==> src/rtl/sensor_init_seq.sv <==
// ---------------------------------------------------------------------------
// sensor_init_seq
//
// Purpose:
//   Walks the camera-sensor init ROM after a start pulse and turns each
//   entry into one 3-byte I2C write {reg_hi, reg_lo, data} to SLAVE_ADDR.
//   Entries whose register address equals DELAY_MARK are not written.
//   Instead they wait for data[7:0] delay_tick strobes. A NACKed write is
//   re-issued up to MAX_RETRY times before the sequence stops with error.
//   The done output gates the CSI receiver start downstream.
//
// Ports:
//   clk, rst      system clock, asynchronous active-high reset
//   start         1-cycle pulse, begins the sequence (ignored while busy)
//   rom_addr      ROM index; the ROM answers on rom_data one cycle later
//   rom_data      {reg_addr[15:0], data[7:0]}
//   i2c_req       write request, held until i2c_ack
//   i2c_addr      7-bit slave address (constant)
//   i2c_wdata     bytes to send, MSB byte first
//   i2c_ack       master accepted the request
//   i2c_done      1-cycle pulse, transaction finished
//   i2c_nack      qualifies i2c_done, slave NACKed a byte
//   delay_tick    timebase strobe used by delay entries
//   busy          sequence in progress
//   done          sticky, every entry written
//   error         sticky, an entry ran out of retries
//   err_index     index of the failing entry (valid with error)
// ---------------------------------------------------------------------------
module sensor_init_seq #(
   parameter int unsigned NUM_REGISTERS = 65,
   parameter logic [6:0]  SLAVE_ADDR    = 7'd16,
   parameter int unsigned MAX_RETRY     = 3,
   parameter logic [15:0] DELAY_MARK    = 16'hFFFF,
   localparam int unsigned AW = (NUM_REGISTERS > 1) ? $clog2(NUM_REGISTERS) : 1
) (
   input  logic          clk,
   input  logic          rst,
   input  logic          start,
   output logic [AW-1:0] rom_addr,
   input  logic [23:0]   rom_data,
   output logic          i2c_req,
   output logic [6:0]    i2c_addr,
   output logic [23:0]   i2c_wdata,
   input  logic          i2c_ack,
   input  logic          i2c_done,
   input  logic          i2c_nack,
   input  logic          delay_tick,
   output logic          busy,
   output logic          done,
   output logic          error,
   output logic [AW-1:0] err_index
);

   // Retry counter must be able to hold MAX_RETRY itself.
   localparam int unsigned RW = (MAX_RETRY > 0) ? $clog2(MAX_RETRY + 1) : 1;

   localparam logic [AW-1:0] LAST_IDX    = AW'(NUM_REGISTERS - 1);
   localparam logic [AW-1:0] IDX_ONE     = AW'(1);
   localparam logic [RW-1:0] RETRY_LIMIT = RW'(MAX_RETRY);
   localparam logic [RW-1:0] RETRY_ONE   = RW'(1);

   typedef enum logic [2:0] {
      ST_IDLE  = 3'd0,
      ST_FETCH = 3'd1,
      ST_LATCH = 3'd2,
      ST_ISSUE = 3'd3,
      ST_WAIT  = 3'd4,
      ST_DELAY = 3'd5,
      ST_NEXT  = 3'd6
   } state_t;

   state_t          state_q,     state_d;
   logic [AW-1:0]   idx_q,       idx_d;
   logic [AW-1:0]   rom_addr_q,  rom_addr_d;
   logic            i2c_req_q,   i2c_req_d;
   logic [23:0]     i2c_wdata_q, i2c_wdata_d;
   logic            busy_q,      busy_d;
   logic            done_q,      done_d;
   logic            error_q,     error_d;
   logic [AW-1:0]   err_index_q, err_index_d;
   logic [RW-1:0]   retry_q,     retry_d;
   logic [7:0]      delay_cnt_q, delay_cnt_d;
   logic [7:0]      delay_len_q, delay_len_d;

   // State register and all registered outputs.
   always_ff @(posedge clk or posedge rst) begin
      if (rst) begin
         state_q     <= ST_IDLE;
         idx_q       <= '0;
         rom_addr_q  <= '0;
         i2c_req_q   <= 1'b0;
         i2c_wdata_q <= 24'h000000;
         busy_q      <= 1'b0;
         done_q      <= 1'b0;
         error_q     <= 1'b0;
         err_index_q <= '0;
         retry_q     <= '0;
         delay_cnt_q <= 8'd0;
         delay_len_q <= 8'd0;
      end else begin
         state_q     <= state_d;
         idx_q       <= idx_d;
         rom_addr_q  <= rom_addr_d;
         i2c_req_q   <= i2c_req_d;
         i2c_wdata_q <= i2c_wdata_d;
         busy_q      <= busy_d;
         done_q      <= done_d;
         error_q     <= error_d;
         err_index_q <= err_index_d;
         retry_q     <= retry_d;
         delay_cnt_q <= delay_cnt_d;
         delay_len_q <= delay_len_d;
      end
   end

   // Next-state and next-output logic. Outputs are decided on the transition
   // into a state, so that they are already valid in the state they belong to.
   always_comb begin
      state_d     = state_q;
      idx_d       = idx_q;
      rom_addr_d  = rom_addr_q;
      i2c_req_d   = i2c_req_q;
      i2c_wdata_d = i2c_wdata_q;
      done_d      = done_q;
      error_d     = error_q;
      err_index_d = err_index_q;
      retry_d     = retry_q;
      delay_cnt_d = delay_cnt_q;
      delay_len_d = delay_len_q;

      case (state_q)
         ST_IDLE: begin
            // i2c_done arriving here belongs to no transaction of ours.
            if (start) begin
               done_d      = 1'b0;
               error_d     = 1'b0;
               err_index_d = '0;
               idx_d       = '0;
               rom_addr_d  = '0;
               retry_d     = '0;
               state_d     = ST_FETCH;
            end else begin
               state_d = ST_IDLE;
            end
         end

         ST_FETCH: begin
            // rom_addr is already presented; give the ROM its cycle.
            state_d = ST_LATCH;
         end

         ST_LATCH: begin
            if (rom_data[23:8] == DELAY_MARK) begin
               delay_len_d = rom_data[7:0];
               delay_cnt_d = 8'd0;
               state_d     = ST_DELAY;
            end else begin
               // i2c_wdata keeps the entry for retries.
               i2c_wdata_d = rom_data;
               i2c_req_d   = 1'b1;
               state_d     = ST_ISSUE;
            end
         end

         ST_ISSUE: begin
            if (i2c_ack) begin
               i2c_req_d = 1'b0;
               state_d   = ST_WAIT;
            end else begin
               state_d = ST_ISSUE;
            end
         end

         ST_WAIT: begin
            if (i2c_done) begin
               if (!i2c_nack) begin
                  state_d = ST_NEXT;
               end else if (retry_q < RETRY_LIMIT) begin
                  retry_d   = retry_q + RETRY_ONE;
                  i2c_req_d = 1'b1;
                  state_d   = ST_ISSUE;
               end else begin
                  error_d     = 1'b1;
                  err_index_d = idx_q;
                  retry_d     = '0;
                  state_d     = ST_IDLE;
               end
            end else begin
               state_d = ST_WAIT;
            end
         end

         ST_DELAY: begin
            // A zero-length delay leaves on the first DELAY cycle.
            if (delay_len_q == 8'd0) begin
               state_d = ST_NEXT;
            end else if (delay_tick) begin
               if ((delay_cnt_q + 8'd1) == delay_len_q) begin
                  delay_cnt_d = 8'd0;
                  state_d     = ST_NEXT;
               end else begin
                  delay_cnt_d = delay_cnt_q + 8'd1;
               end
            end else begin
               state_d = ST_DELAY;
            end
         end

         ST_NEXT: begin
            retry_d = '0;
            if (idx_q == LAST_IDX) begin
               done_d  = 1'b1;
               state_d = ST_IDLE;
            end else begin
               idx_d      = idx_q + IDX_ONE;
               rom_addr_d = idx_q + IDX_ONE;
               state_d    = ST_FETCH;
            end
         end

         default: begin
            i2c_req_d = 1'b0;
            state_d   = ST_IDLE;
         end
      endcase

      busy_d = (state_d != ST_IDLE);
   end

   assign rom_addr  = rom_addr_q;
   assign i2c_req   = i2c_req_q;
   assign i2c_addr  = SLAVE_ADDR;
   assign i2c_wdata = i2c_wdata_q;
   assign busy      = busy_q;
   assign done      = done_q;
   assign error     = error_q;
   assign err_index = err_index_q;

endmodule

==> config.mk <==
export PLATFORM = sky130hd
export DESIGN_NAME = sensor_init_seq
export DESIGN_NICKNAME = d
export VERILOG_FILES = /design/src/rtl/sensor_init_seq.sv
export SDC_FILE = /design/constraint.sdc
export NUM_CORES = 1
export LEC_CHECK = 0
export CAP_MARGIN = 20
export CORE_ASPECT_RATIO = 0.7
export CORE_MARGIN = 1.5
export CORE_UTILIZATION = 45
export CTS_BUF_LIST = sky130_fd_sc_hd__clkbuf_8
export DETAILED_ROUTE_END_ITERATION = 8
export PLACE_DENSITY = 0.78
export SYNTH_ARGS = -nofsm -noshare
export SYNTH_HDL_FRONTEND = slang
export SYNTH_SLANG_ARGS = --single-unit
==> constraint.sdc <==
create_clock -name clk -period 2.9 [get_ports clk]
set_input_delay 0.29 -clock clk [delete_from_list [all_inputs] [get_ports clk]]
set_output_delay 0.29 -clock clk [all_outputs]
set_load 0.01 [all_outputs]
### After elaboration in Yosys (flattened, before gate mapping)

Cells that the tools add are included.

| cells by class | value |
|---|---|
| add/subtract/negate cells | 3 |
| $lt $le $gt $ge | 1 |
| equal/unequal tests | 21 |
| mux-type cells | 41 |
| bitwise gates (word level) | 2 |
| reductions and logical operators | 16 |

Operators by type and width:

| operator | count |
|---|---|
| $mux W7 | 5 |
| $mux W8 | 4 |
| $pmux W7 S2 | 2 |
| $ne A2 B2 Y1 const B | 12 |
| $mux W3 | 7 |
| $pmux W3 S7 | 1 |
| $eq A16 B16 Y1 const B | 1 |
| $pmux W8 S2 | 1 |
| $mux W1 | 12 |
| $mux W2 | 5 |
| $eq A3 B3 Y1 const B | 3 |
| $add A8 B1 Y8 const B | 1 |
| $eq A8 B8 Y1 | 1 |
| $logic_not A8 Y1 | 1 |
| $reduce_and A4 Y1 | 2 |
| $add A7 B1 Y7 const B | 1 |
| $eq A7 B7 Y1 const B | 1 |
| $eq A3 B2 Y1 const B | 2 |
| $pmux W2 S3 | 1 |
| $reduce_and A3 Y1 | 2 |
| $reduce_and A6 Y1 | 1 |
| $reduce_bool A2 Y1 | 3 |
| $reduce_bool A3 Y1 | 2 |
| $reduce_and A5 Y1 | 1 |
| other kinds (9) | 12 |

| storage, ports and cells | value |
|---|---|
| register bits after elaboration | 63 |
| bits of input ports | 31 |
| output and inout port bits | 49 |
| logic and storage cells | 95 |

### Longest topological paths before layout

Gate-level depths: netlist of run 1.

| logic depth | value |
|---|---|
| depth in word-level cells | 7 |
| depth in mapped cells | 8 |
| mapped depth without buffers | 7 |

### Least setup slack after synthesis of run 1

OpenSTA, ideal clock, no wires.

| path | value |
|---|---|
| path type | register to register |
| start point | register delay_cnt_q[0] |
| end point | register delay_cnt_q[0] |
| library setup time | 0.125 ns |
| arrival time | 2.039 ns |
| data required time | 2.775 ns |
| path slack | 0.736 ns |
| cell stages (with the launch flop) | 8 |
| buffers on the path | 0 |
| clock period less this slack | 2.164 ns |
| cells stage by stage | dfrtp_1 ha_1 o21ba_1 a221oi_1 a21oi_1 o41ai_4 nor2_2 mux2_2 |

| on the way | value |
|---|---|
| longest elaborated chain between the ends | 6 |

RTL lines:

| what | RTL line | source |
|---|---|---|
| start, declared | 82 | `logic [7:0] delay_cnt_q, delay_cnt_d;` |
| start signal, assigned | 111 | `delay_cnt_q <= delay_cnt_d;` |
| $add A8 B1 Y8 (*) | 198, 202 |  |
| $eq A8 B8 Y1 | 198 | `if ((delay_cnt_q + 8'd1) == delay_len_q) begin` |
| $mux W8 (*) | 198 |  |
| $mux W8 (*) | 197 | `end else if (delay_tick) begin` |
| $mux W8 (*) | 195 | `if (delay_len_q == 8'd0) begin` |
| $pmux W8 S2 (*) | 131 | `case (state_q)` |

Mark *: on every way between the ends. The rest lies on a longest branch, timed or not. The select of a mux whose other input is x is not followed.
A chain may end at the register's enable or synchronous reset.

### Worst setup path in the final report of run 1

Same ends and word-level chain as after synthesis.

==> key figures, run 1 <==
Status
  – Status: complete, no violations

Clocking
  – Clk slew on worst S/H paths: 70 ps
  – CTS Buffer Depth: 2
  – CTS Buf Count: 9
  – CTS root buffer: clkbuf_8
  – Sinks on Clock Net: 63
  – Post-cts sizing count: 0
  – # Post-CTS Setup Buffers: 0
  – Htree depth: 3
  – Post-CTS Hold Buffers: 0
  – CTS tree: done
  – Worst skew pair latency: ~330 ps

Cells and area
  – # diodes: 0
  – Cell area after layout: between 4000 and 5000 sq um
  – Nets: between 300 and 400
  – Non-filler cells, final: about 450
  – Area grow syn2layout: 33.1%
  – Core Util, Final: about three fifths
  – Share of layout cells above drive strength 1: about a tenth
  – Layout fillers: roughly 560

Die
  – Die area: roughly 7400 sq um
  – Die width: about 100 microns
  – Initial Util: between 40% and 50%
  – I/O pin count: 80
  – Die height: approximately 73 microns
  – Core Box Area: between 6000 and 7000 sq um
  – FP Rows: 25

STA
  – Worst-margin pin slew: approximately 600 ps
  – Number of failing hold endpoints at the final stage: 0
  – Final min period: approximately 2400 ps
  – Period Utilization, post-route: a little over four fifths
  – Final Skew: between 5 and 6 ps
  – Max Clk Rate: just over 0.4 GHz
  – Relative slew slack: 59.0%
  – Pins Over Slew Limit: 0
  – # setup viols final: 0
  – RSZ-0062 raised after global routing: no
  – Final worst slack: between 400 and 500 ps
  – Setup TNS Final: 0 ps

Critical path
  – Crit path kind: flip-flop to flip-flop
  – Worst path slowest cell: o41ai_4
  – Worst R2R End: delay_cnt_q[0]$_DFFE_PP0P_
  – Arr. time, crit path: roughly 2600 ps
  – Crit start category: flip-flop
  – Worst setup EP type: flip-flop
  – CP peak stage delay: about 520 ps
  – Worst R2R Path Depth: 7
  – FF-to-FF Start: delay_cnt_q[0]$_DFFE_PP0P_
  – Worst reg2reg setup slack: slightly below 500 ps
  – Required time worst endpoint: 3120 ps
  – Crit path max fanout: 8
  – CP cell instances: ha_1, o21ba_1, a221oi_1, a21oi_1, o41ai_4, nor2_2, mux2_2

Logic synthesis
  – Syn_area_per_cell: between 10 and 15 sq um
  – Flops & latches, synth: 63
  – Cells after synthesis: about 280
  – Distinct cells, synth: 54
  – Post-synthesis sequential area ratio: 50.8%
  – Most common cell in the netlist: dfrtp_1
  – Post-synth top area share: 50.8%
  – Post-synth EDFFs: 0
  – Commonest cells post-synth: dfrtp_1 (63), mux2_1 (27), nor2_1 (21)
  – Synth Warn #: 0
  – Async set-reset flop share out of synthesis: 100%
  – Mapped cell area: around 3100 sq um
  – Yosys top cell by area: dfrtp_1
  – Synth top area cells: dfrtp_1 (51%), mux2_1 (9.8%), a22o_1 (3.1%), nor2_1 (2.5%), mux2_2 (2.2%)
  – Post-synth top flop: dfrtp_1

Placed design
  – DP Wirelength: 5.06 mm
  – Placed Instances: 439
  – Post-DP Area: about 3900 sq um
  – GPL Wtd Cong: ~0.84
  – IO buf count: 72
  – Pre-CTS WS: 513 ps

GRT
  – Pin count of the biggest net entering global routing: 29
  – Initial antenna violation count: 0
  – Global-route wire length before repair: about 11 mm
  – All-Layer GR Usage: between 15 and 20%
  – Grt ovf: 0
  – Vias in the first global route: 2,290

Min path
  – Worst Hold Class: input pin to asynchronous set/reset pin

Detailed routing
  – DRC viols: 0
  – Total wire length: a little under 7 mm
  – Vias: 2,411
  – Antenna Violating Nets Remaining: 0
  – DR WL/cell: 14.9 microns
  – Starting DRT DRC Count: 176
  – Vias per Instance: between 5 and 6
  – DRT Pass-1 Iters: 5

Pwr
  – Seq pwr share: between 30% and 40%
  – Sw frac: 32.5%
  – NetSw: approximately 1.1 mW
  – Leakage: roughly 1.8 nW
  – Int Power: approximately 2.4 mW
  – Logic pwr share: 39.1%
  – Max VDD drop: 0.000512 V
  – Clk pwr share: a little under a quarter
  – Cell area power density: ~840 nW/um^2

Run
  – # Max-Cap Violations: 0
==> flip-flops by register name (all words and copies together) (netlist names) <==
| register | count |
|---|---|
| i2c_wdata | 24 |
| delay_cnt_q | 8 |
| delay_len_q | 8 |
| err_index | 7 |
| rom_addr | 7 |
| state_q | 3 |
| retry_q | 2 |
| busy | 1 |
| done | 1 |
| error | 1 |
| i2c_req | 1 |
==> worst max-delay path by stage <==
stage	start	end	slack, ps	cells after the start
floorplan	delay_cnt_q[0]$_DFFE_PP0P_	delay_cnt_q[0]$_DFFE_PP0P_	740	7
global placement	delay_cnt_q[0]$_DFFE_PP0P_	delay_cnt_q[0]$_DFFE_PP0P_	540	7
detailed placement	delay_cnt_q[0]$_DFFE_PP0P_	delay_cnt_q[0]$_DFFE_PP0P_	510	7
CTS	delay_cnt_q[0]$_DFFE_PP0P_	delay_cnt_q[0]$_DFFE_PP0P_	500	7
global route	delay_cnt_q[0]$_DFFE_PP0P_	delay_cnt_q[0]$_DFFE_PP0P_	300	7
finish	delay_cnt_q[0]$_DFFE_PP0P_	delay_cnt_q[0]$_DFFE_PP0P_	480	7
==> layer usage <==
layer / GRT usage [%] / part of all wire (%) / vias to the layer above
met1: 30.0 / 49 / 1177
met2: 26.4 / 43 / 73
li1: - / - / 1154
met3: 7.61 / 6.5 / 7
met5: 0 / 0 / -
met4: 5.48 / 0.99 / 0
==> metrics by stage <==
stage               power (mW)  hold WS [ps]
floorplan                 2.08           422
global placement          2.66           463
detailed placement        2.69           469
CTS                       3.52           353
global route              3.71           392
finish                    3.48           338
==> cell families after synthesis <==
| logic type | after synthesis | synth area share [%] |
|---|---|---|
| mux | 37 | 13.3 |
| compound gates | 54 | 13.1 |
| buf+inv | 26 | 4.27 |
| simple gates | 79 | 13.4 |
| fa+ha+maj | 4 | 1.61 |
| other cells | 2 | 0.242 |
| xor+xnor | 12 | 3.38 |
| flops | 63 | 50.8 |
==> power by group through the flow <==
stage	combinational (mW)	clock [mW]	sequential (mW)
2_1_floorplan	0.727	0	1.35
3_3_place_gp	1.35	0	1.31
3_5_place_dp	1.37	0	1.32
4_1_cts	1.38	0.829	1.31
5_1_grt	1.49	0.873	1.34
6_report	1.36	0.810	1.31
==> final cells by class <==
cell class	count	area, sq um	area share [%]
clock inverters	5	73.8	1.79
flip-flops and latches	63	1580	38.1
repair buffers	78	766	18.5
well taps	94	118	2.85
clock buffers	10	138	3.33
inverters	11	41.3	0.999
multi-input cells	193	1420	34.4
==> worst max-delay path: cells and delay by family, from the launching register on <==
family | cells | cell delay (ps)
simple gates | 1 | 160
compound gates | 4 | 1100
mux | 1 | 290
fa+ha+maj | 1 | 300
flops | 1 | 440
==> placed cells by master, fill, tap and decap left out, drive strengths merged, types with 6 or more instances in the layout <==
cell type       n
nand2          16
nor2           22
clkbuf         10
a21oi          10
a22o           11
dfrtp          63
inv            12
nor4            7
o21ai          13
clkdlybuf4s50  72
buf             6
xor2            7
conb            7
nand4           8
mux2           33
No activity file was read; power rests on OpenSTA's default activity.
==> run 2, diff against run 1 <==
--- a/config.mk
+++ b/config.mk
@@ -11,7 +11,7 @@
 export CORE_UTILIZATION = 45
 export CTS_BUF_LIST = sky130_fd_sc_hd__clkbuf_8
 export DETAILED_ROUTE_END_ITERATION = 8
-export PLACE_DENSITY = 0.78
+export PLACE_DENSITY = 0.8
 export SYNTH_ARGS = -nofsm -noshare
 export SYNTH_HDL_FRONTEND = slang
 export SYNTH_SLANG_ARGS = --single-unit
==> constraint.sdc (replaced) <==
create_clock -name clk -period 2.1 [get_ports clk]
set_input_delay 0.21 -clock clk [delete_from_list [all_inputs] [get_ports clk]]
set_output_delay 0.21 -clock clk [all_outputs]
set_load 0.01 [all_outputs]
==> key figures, run 2 (same netlist as run 1, synthesis figures left out) <==
Detailed routing
  – DRC viols: 0 (unchanged)
  – Starting DRT DRC Count: 244 (+39%)
  – Total wire length: 7.94 mm (+18%)
  – DRT Pass-1 Iters: 4 (-1)
  – DR WL/cell: 16.4 microns (+10%)
  – Vias: 2,607 (+8.1%)
  – Antenna Violating Nets Remaining: 0 (unchanged)
  – Vias per Instance: 5.38 (+1.2%)

Clocking
  – CTS root buffer: clkbuf_8
  – Sinks on Clock Net: 63 (unchanged)
  – CTS Buf Count: 9 (unchanged)
  – Worst skew pair latency: 360 ps (+30 ps)
  – Htree depth: 3 (unchanged)
  – CTS tree: done
  – Clk slew on worst S/H paths: 80 ps (about the same)
  – Post-CTS Hold Buffers: 0 (unchanged)
  – CTS Buffer Depth: 2 (unchanged)

Cells and area
  – Nets: 421 (+7.7%)
  – Non-filler cells, final: 485 (+6.8%)
  – Layout fillers: 506 (-9.3%)
  – Cell area after layout: 4530 sq um (+9.5%)
  – Multi-input logic area: 1530 sq um (+7.6%)
  – # diodes: 0 (unchanged)
  – Share of layout cells above drive strength 1: 22.0% (+12 points)
  – Commonest non-fill, non-tap cells in the layout: clkdlybuf4s50_1 (72), dfrtp_1 (58), buf_4 (33)
  – Area grow syn2layout: 45.8%
  – Max reg flops: 24 (unchanged)
  – Most common library cell in the layout ignoring fill and taps: clkdlybuf4s50_1
  – Reg area: 1580 sq um (+0.40%)

Critical path
  – Arr. time, crit path: 2320 ps (-310 ps)
  – Worst Setup SP: delay_cnt_q[0]$_DFFE_PP0P_
  – FF-to-FF Start: delay_cnt_q[0]$_DFFE_PP0P_
  – Crit start category: flip-flop
  – Crit path kind: flip-flop to flip-flop
  – Worst setup EP type: flip-flop
  – Required time worst endpoint: 2340 ps (-780 ps)
  – Crit path max fanout: 4 (-4)

STA
  – Final min period: 2080 ps (-341 ps)
  – # setup viols final: 0 (unchanged)
  – Final Skew: 13.9 ps (+8.43 ps)
  – Pins Over Slew Limit: 0 (unchanged)
  – Worst-margin pin slew: 544 ps (-63.2 ps)
  – Max Clk Rate: 0.482 GHz (+16%)
  – Relative slew slack: 63.6% (+4.6 points)
  – Period Utilization, post-route: 98.8% (+16 points)
  – Number of failing hold endpoints at the final stage: 0 (unchanged)
  – RSZ-0062 raised after global routing: yes

Run
  – # Max-Cap Violations: 0 (unchanged)

GRT
  – Grt ovf: 0 (unchanged)
  – Global-route wire length before repair: 12.9 mm (+15%)
  – Vias in the first global route: 2,601 (+14%)
  – Initial antenna violation count: 0 (unchanged)
  – All-Layer GR Usage: 23.2% (+3.3 points)
  – Pin count of the biggest net entering global routing: 44 (+52%)

Placed design
  – Post-DP Area: 4150 sq um (+5.8%)
  – GPL Wtd Cong: 0.889 (+5.5%)
  – DP Wirelength: 5.69 mm (+12%)
  – Placed Instances: 465 (+5.9%)
  – IO buf count: 72 (unchanged)

Pwr
  – Cell area power density: 1170 nW/um^2 (+38%)
  – Max VDD drop: 0.000765 V (+50%)
  – Total Power: 5.28 mW (+52%)
  – Leakage: 1.98 nW (+10%)

Min path
  – Worst Hold Class: input pin to asynchronous set/reset pin

Die
  – Die area: 7420 sq um (unchanged)
  – I/O pin count: 80 (unchanged)
  – Core Box Area: 6730 sq um (unchanged)
  – Initial Util: 46.2% (unchanged)
  – Die height: 72.5 microns (unchanged)
  – Die width: 102 microns (unchanged)
  – FP Rows: 25 (unchanged)

Status
  – Status: complete, no violations
run 2: critical path, cell delays in order, from the launching register on:
cell and delay (ps):
dfrtp_2 440, ha_4 260, xor2_2 150, nor2_2 130, o311ai_4 130, o41ai_4 420, buf_4 200, o21ai_1 60
a22o_1 180
run 2: timing repair:
| action | CTS | global route |
|---|---|---|
| resized for setup | 9 | 20 |
| setup buffers | 2 | 2 |
| endpoints found under the setup margin | 7 | 12 |
| pin swaps | 3 | 4 |
run 2: per-layer routing:
layer	share of wire, %	up-vias	wire length, microns	track usage (%)
met4	1.5	0	116	7.61
li1	-	1219	-	-
met2	44	103	3510	32.8
met1	47	1272	3750	32.9
met3	7.0	13	555	8.57
met5	0	-	0	0
run 2: path summary, 6_finish.rpt:
check                                                   to  slack [ps]  cells past startpoint
worst max-delay path            delay_cnt_q[5]$_DFFE_PP0P_          20                      8
worst min register to register    i2c_wdata[0]$_DFFE_PP0P_         490                      1
max in group asynchronous       delay_cnt_q[1]$_DFFE_PP0P_        1310                      3
worst min-delay path             i2c_wdata[17]$_DFFE_PP0P_         180                      2
min in group clk                 i2c_wdata[13]$_DFFE_PP0P_         480                      2
worst max register to register  delay_cnt_q[5]$_DFFE_PP0P_          20                      8
run 2: cell type report:
type	count	share of cell area, %
Inverter	11	0.912
Clock inverter	7	2.49
Clock buffer	9	2.74
Tap cell	94	2.60
Timing Repair Buffer	108	22.5
Multi-Input combinational cell	193	33.8
Sequential cell	63	35.0
run 2: power by group:
group | switching [mW] | internal, mW | leakage, nW | total [mW]
clock network | 0.493 | 0.782 | 0.124 | 1.27
logic | 1.01 | 1.20 | 1.06 | 2.21
registers | 0.244 | 1.55 | 0.799 | 1.79
run 2: through the flow:
stage	hold slack, ps	setup slack [ps]	setup TNS [ps]	util [%]
CTS	198	1.99	0	66.0
detailed placement	474	-99.0	-475	61.7
global placement	464	-37.7	-47.1	61.7
floorplan	342	4.07	0	-
global route	236	-80.2	-318	67.3
finish	179	24.7	0	67.3
==> run 3, diff against run 2 <==
--- a/config.mk
+++ b/config.mk
@@ -7,7 +7,6 @@
 export LEC_CHECK = 0
 export CAP_MARGIN = 20
 export CORE_ASPECT_RATIO = 0.7
-export CORE_MARGIN = 1.5
 export CORE_UTILIZATION = 45
 export CTS_BUF_LIST = sky130_fd_sc_hd__clkbuf_8
 export DETAILED_ROUTE_END_ITERATION = 8
==> key figures, run 3 (same netlist as run 1, synthesis figures left out) <==
Pwr
  – Cell area power density: 1110 nW/um^2 (-4.7%)
  – Leakage: 1.98 nW (about the same)
  – Max VDD drop: 0.000737 V (-3.7%)
  – Total Power: 5.09 mW (-3.6%)

Critical path
  – Crit path kind: flip-flop to flip-flop
  – Crit. path cell count: 7 (-1)
  – Worst setup EP type: flip-flop
  – Buf/Inv on CP: 1 (unchanged)
  – Worst path slowest cell: o41ai_4
  – Worst R2R Path Depth: 7 (-1)
  – Worst setup path end: delay_cnt_q[5]$_DFFE_PP0P_
  – Arr. time, crit path: 2380 ps (+60 ps)
  – Required time worst endpoint: 2320 ps (-20 ps)
  – Worst R2R End: delay_cnt_q[5]$_DFFE_PP0P_
  – Worst Setup SP: delay_cnt_q[3]$_DFFE_PP0P_
  – CP peak stage delay: 460 ps (+20 ps)
  – Crit path max fanout: 7 (+3)
  – Critical path's most frequent cell: o41ai_4
  – CP cell instances: nand3_4, o41ai_4, o41ai_4, o41ai_4, buf_4, o21ai_0, a22o_1
  – FF-to-FF Start: delay_cnt_q[3]$_DFFE_PP0P_
  – Crit start category: flip-flop
  – Worst reg2reg setup slack: -50 ps (-80 ps)
  – Cell family with most CP delay: compound AO/OA/AOI/OAI gates

Clocking
  – Sinks on Clock Net: 63 (unchanged)
  – Worst skew pair latency: 340 ps (-20 ps)
  – Htree depth: 3 (unchanged)
  – CTS Buf Count: 9 (unchanged)
  – Clk slew on worst S/H paths: 80 ps (about the same)
  – CTS root buffer: clkbuf_8
  – Post-CTS Hold Buffers: 0 (unchanged)
  – CTS tree: done
  – CTS Buffer Depth: 2 (unchanged)

Cells and area
  – # diodes: 0 (unchanged)
  – Nets: 426 (+1.2%)
  – Max reg flops: 24 (unchanged)
  – Share of layout cells above drive strength 1: 25.0% (+3.0 points)
  – Commonest non-fill, non-tap cells in the layout: clkdlybuf4s50_1 (72), dfrtp_1 (56), buf_4 (41)
  – Most common library cell in the layout ignoring fill and taps: clkdlybuf4s50_1
  – Area grow syn2layout: 47.5%

GRT
  – All-Layer GR Usage: 22.2% (-0.93 points)
  – Vias in the first global route: 2,547 (-2.1%)
  – Initial antenna violation count: 0 (unchanged)
  – GR Layer Usage met3: 5.66% (-2.9 points)
  – Met2 Use GR: 32.3% (-0.54 points)
  – Pin count of the biggest net entering global routing: 34 (-23%)
  – Gr busiest metal: met2
  – Global-route wire length before repair: 12.3 mm (-4.6%)
  – Grt ovf: 0 (unchanged)
  – Met1 Usage GRT: 32.2% (-0.70 points)

STA
  – Period Utilization, post-route: 103% (+3.8 points)
  – Pins Over Slew Limit: 0 (unchanged)
  – # setup viols final: 6 (+6)
  – Hold WS: 258 ps (+78.9 ps)
  – Relative slew slack: 66.6% (+3.0 points)
  – Setup TNS Final: -181 ps (-181 ps)
  – Final Skew: 7.66 ps (-6.24 ps)
  – RSZ-0062 raised after global routing: yes
  – Worst-margin pin slew: 500 ps (-44.3 ps)
  – Final min period: 2150 ps (+78.9 ps)
  – Final worst slack: -54.1 ps (-78.9 ps)
  – Number of failing hold endpoints at the final stage: 0 (unchanged)
  – Max Clk Rate: 0.464 GHz (-3.7%)

Detailed routing
  – Total wire length: 8.05 mm (+1.4%)
  – DRT Pass-1 Iters: 4 (unchanged)
  – Vias: 2,665 (+2.2%)
  – Antenna Violating Nets Remaining: 0 (unchanged)
  – DRC viols: 0 (unchanged)
  – DR WL/cell: 16.5 microns (+0.97%)
  – Vias per Instance: 5.47 (+1.8%)
  – Starting DRT DRC Count: 222 (-9.0%)

Die
  – Die width: 101 microns (-0.98%)
  – Initial Util: 48.1% (+1.9 points)
  – Die height: 71.5 microns (-1.4%)
  – Core Box Area: 6460 sq um (-4.0%)
  – Die area: 7240 sq um (-2.3%)
  – I/O pin count: 80 (unchanged)
  – FP Rows: 24 (-4.0%)

Run
  – # Max-Cap Violations: 0 (unchanged)

Status
  – Failing checks: setup timing
  – Status: complete, but fails checks

Placed design
  – DP Wirelength: 5.31 mm (-6.7%)
  – GPL Wtd Cong: 0.858 (-3.5%)
  – IO buf count: 72 (unchanged)

Min path
  – Worst Hold Class: input pin to asynchronous set/reset pin
-- run 3: cell types whose count changed in the layout (fill, tap and decap cells not counted), sizes merged --
cell / delta
bufinv: -2
clkinvlp: +2
clkinv: -1
buf: +5
inv: +1
-- run 3: layout make-up --
| class | instances | area [sq um] |
|---|---|---|
| well taps | 91 | 114 |
| flip-flops and latches | 63 | 1590 |
| repair buffers | 113 | 1030 |
| fillers | 462 | 1880 |
| multi-input cells | 193 | 1610 |
| clock buffers | 9 | 124 |
| inverters | 11 | 41.3 |
| clock inverters | 7 | 80.1 |
-- run 3: worst min path at each step --
stage | end | slack [ps] | cells after the start
final | state_q[1]$_DFF_PP0_ | 260 | 3
after global routing | i2c_wdata[23]$_DFFE_PP0P_ | 300 | 3
after CTS | i2c_wdata[23]$_DFFE_PP0P_ | 250 | 3
after detailed placement | i2c_wdata[11]$_DFFE_PP0P_ | 470 | 1
after global placement | error$_DFFE_PP0P_ | 460 | 1
after floorplan | delay_len_q[0]$_DFFE_PP0P_ | 340 | 1
-- run 3: tightest hold or removal path, stage by stage --
cell and delay, ps:
clkdlybuf4s50_1 410, inv_2 60, buf_4 340
-- run 3: stage by stage --
stage               cell area [sq um]  util, %  setup WS, ps  std cells
floorplan                        3130        -          4.07        282
global placement                 4120     63.8          18.3        462
detailed placement               4120     63.8         -48.2        462
CTS                              4370     67.7         -10.2        479
global route                     4580     70.9          -159        487
finish                           4580     70.9         -54.1        487
-- run 3: metal layers --
metal / wire length [microns] / up-vias
met5: 0 / -
met4: 140 / 0
met3: 449 / 11
met2: 3730 / 111
met1: 3730 / 1320
li1: - / 1223
-- run 3: where the power goes --
part	internal, mW	switching, mW
Sequential	1.55	0.245
Combinational	1.20	1.02
Clock	0.559	0.513
Total	3.31	1.78
-- run 3: what timing repair did --
action / CTS / global route
resized for setup: 7 / 32
endpoints found under the setup margin: 6 / 9
pin swaps: 3 / 13
setup buffers: 1 / 8
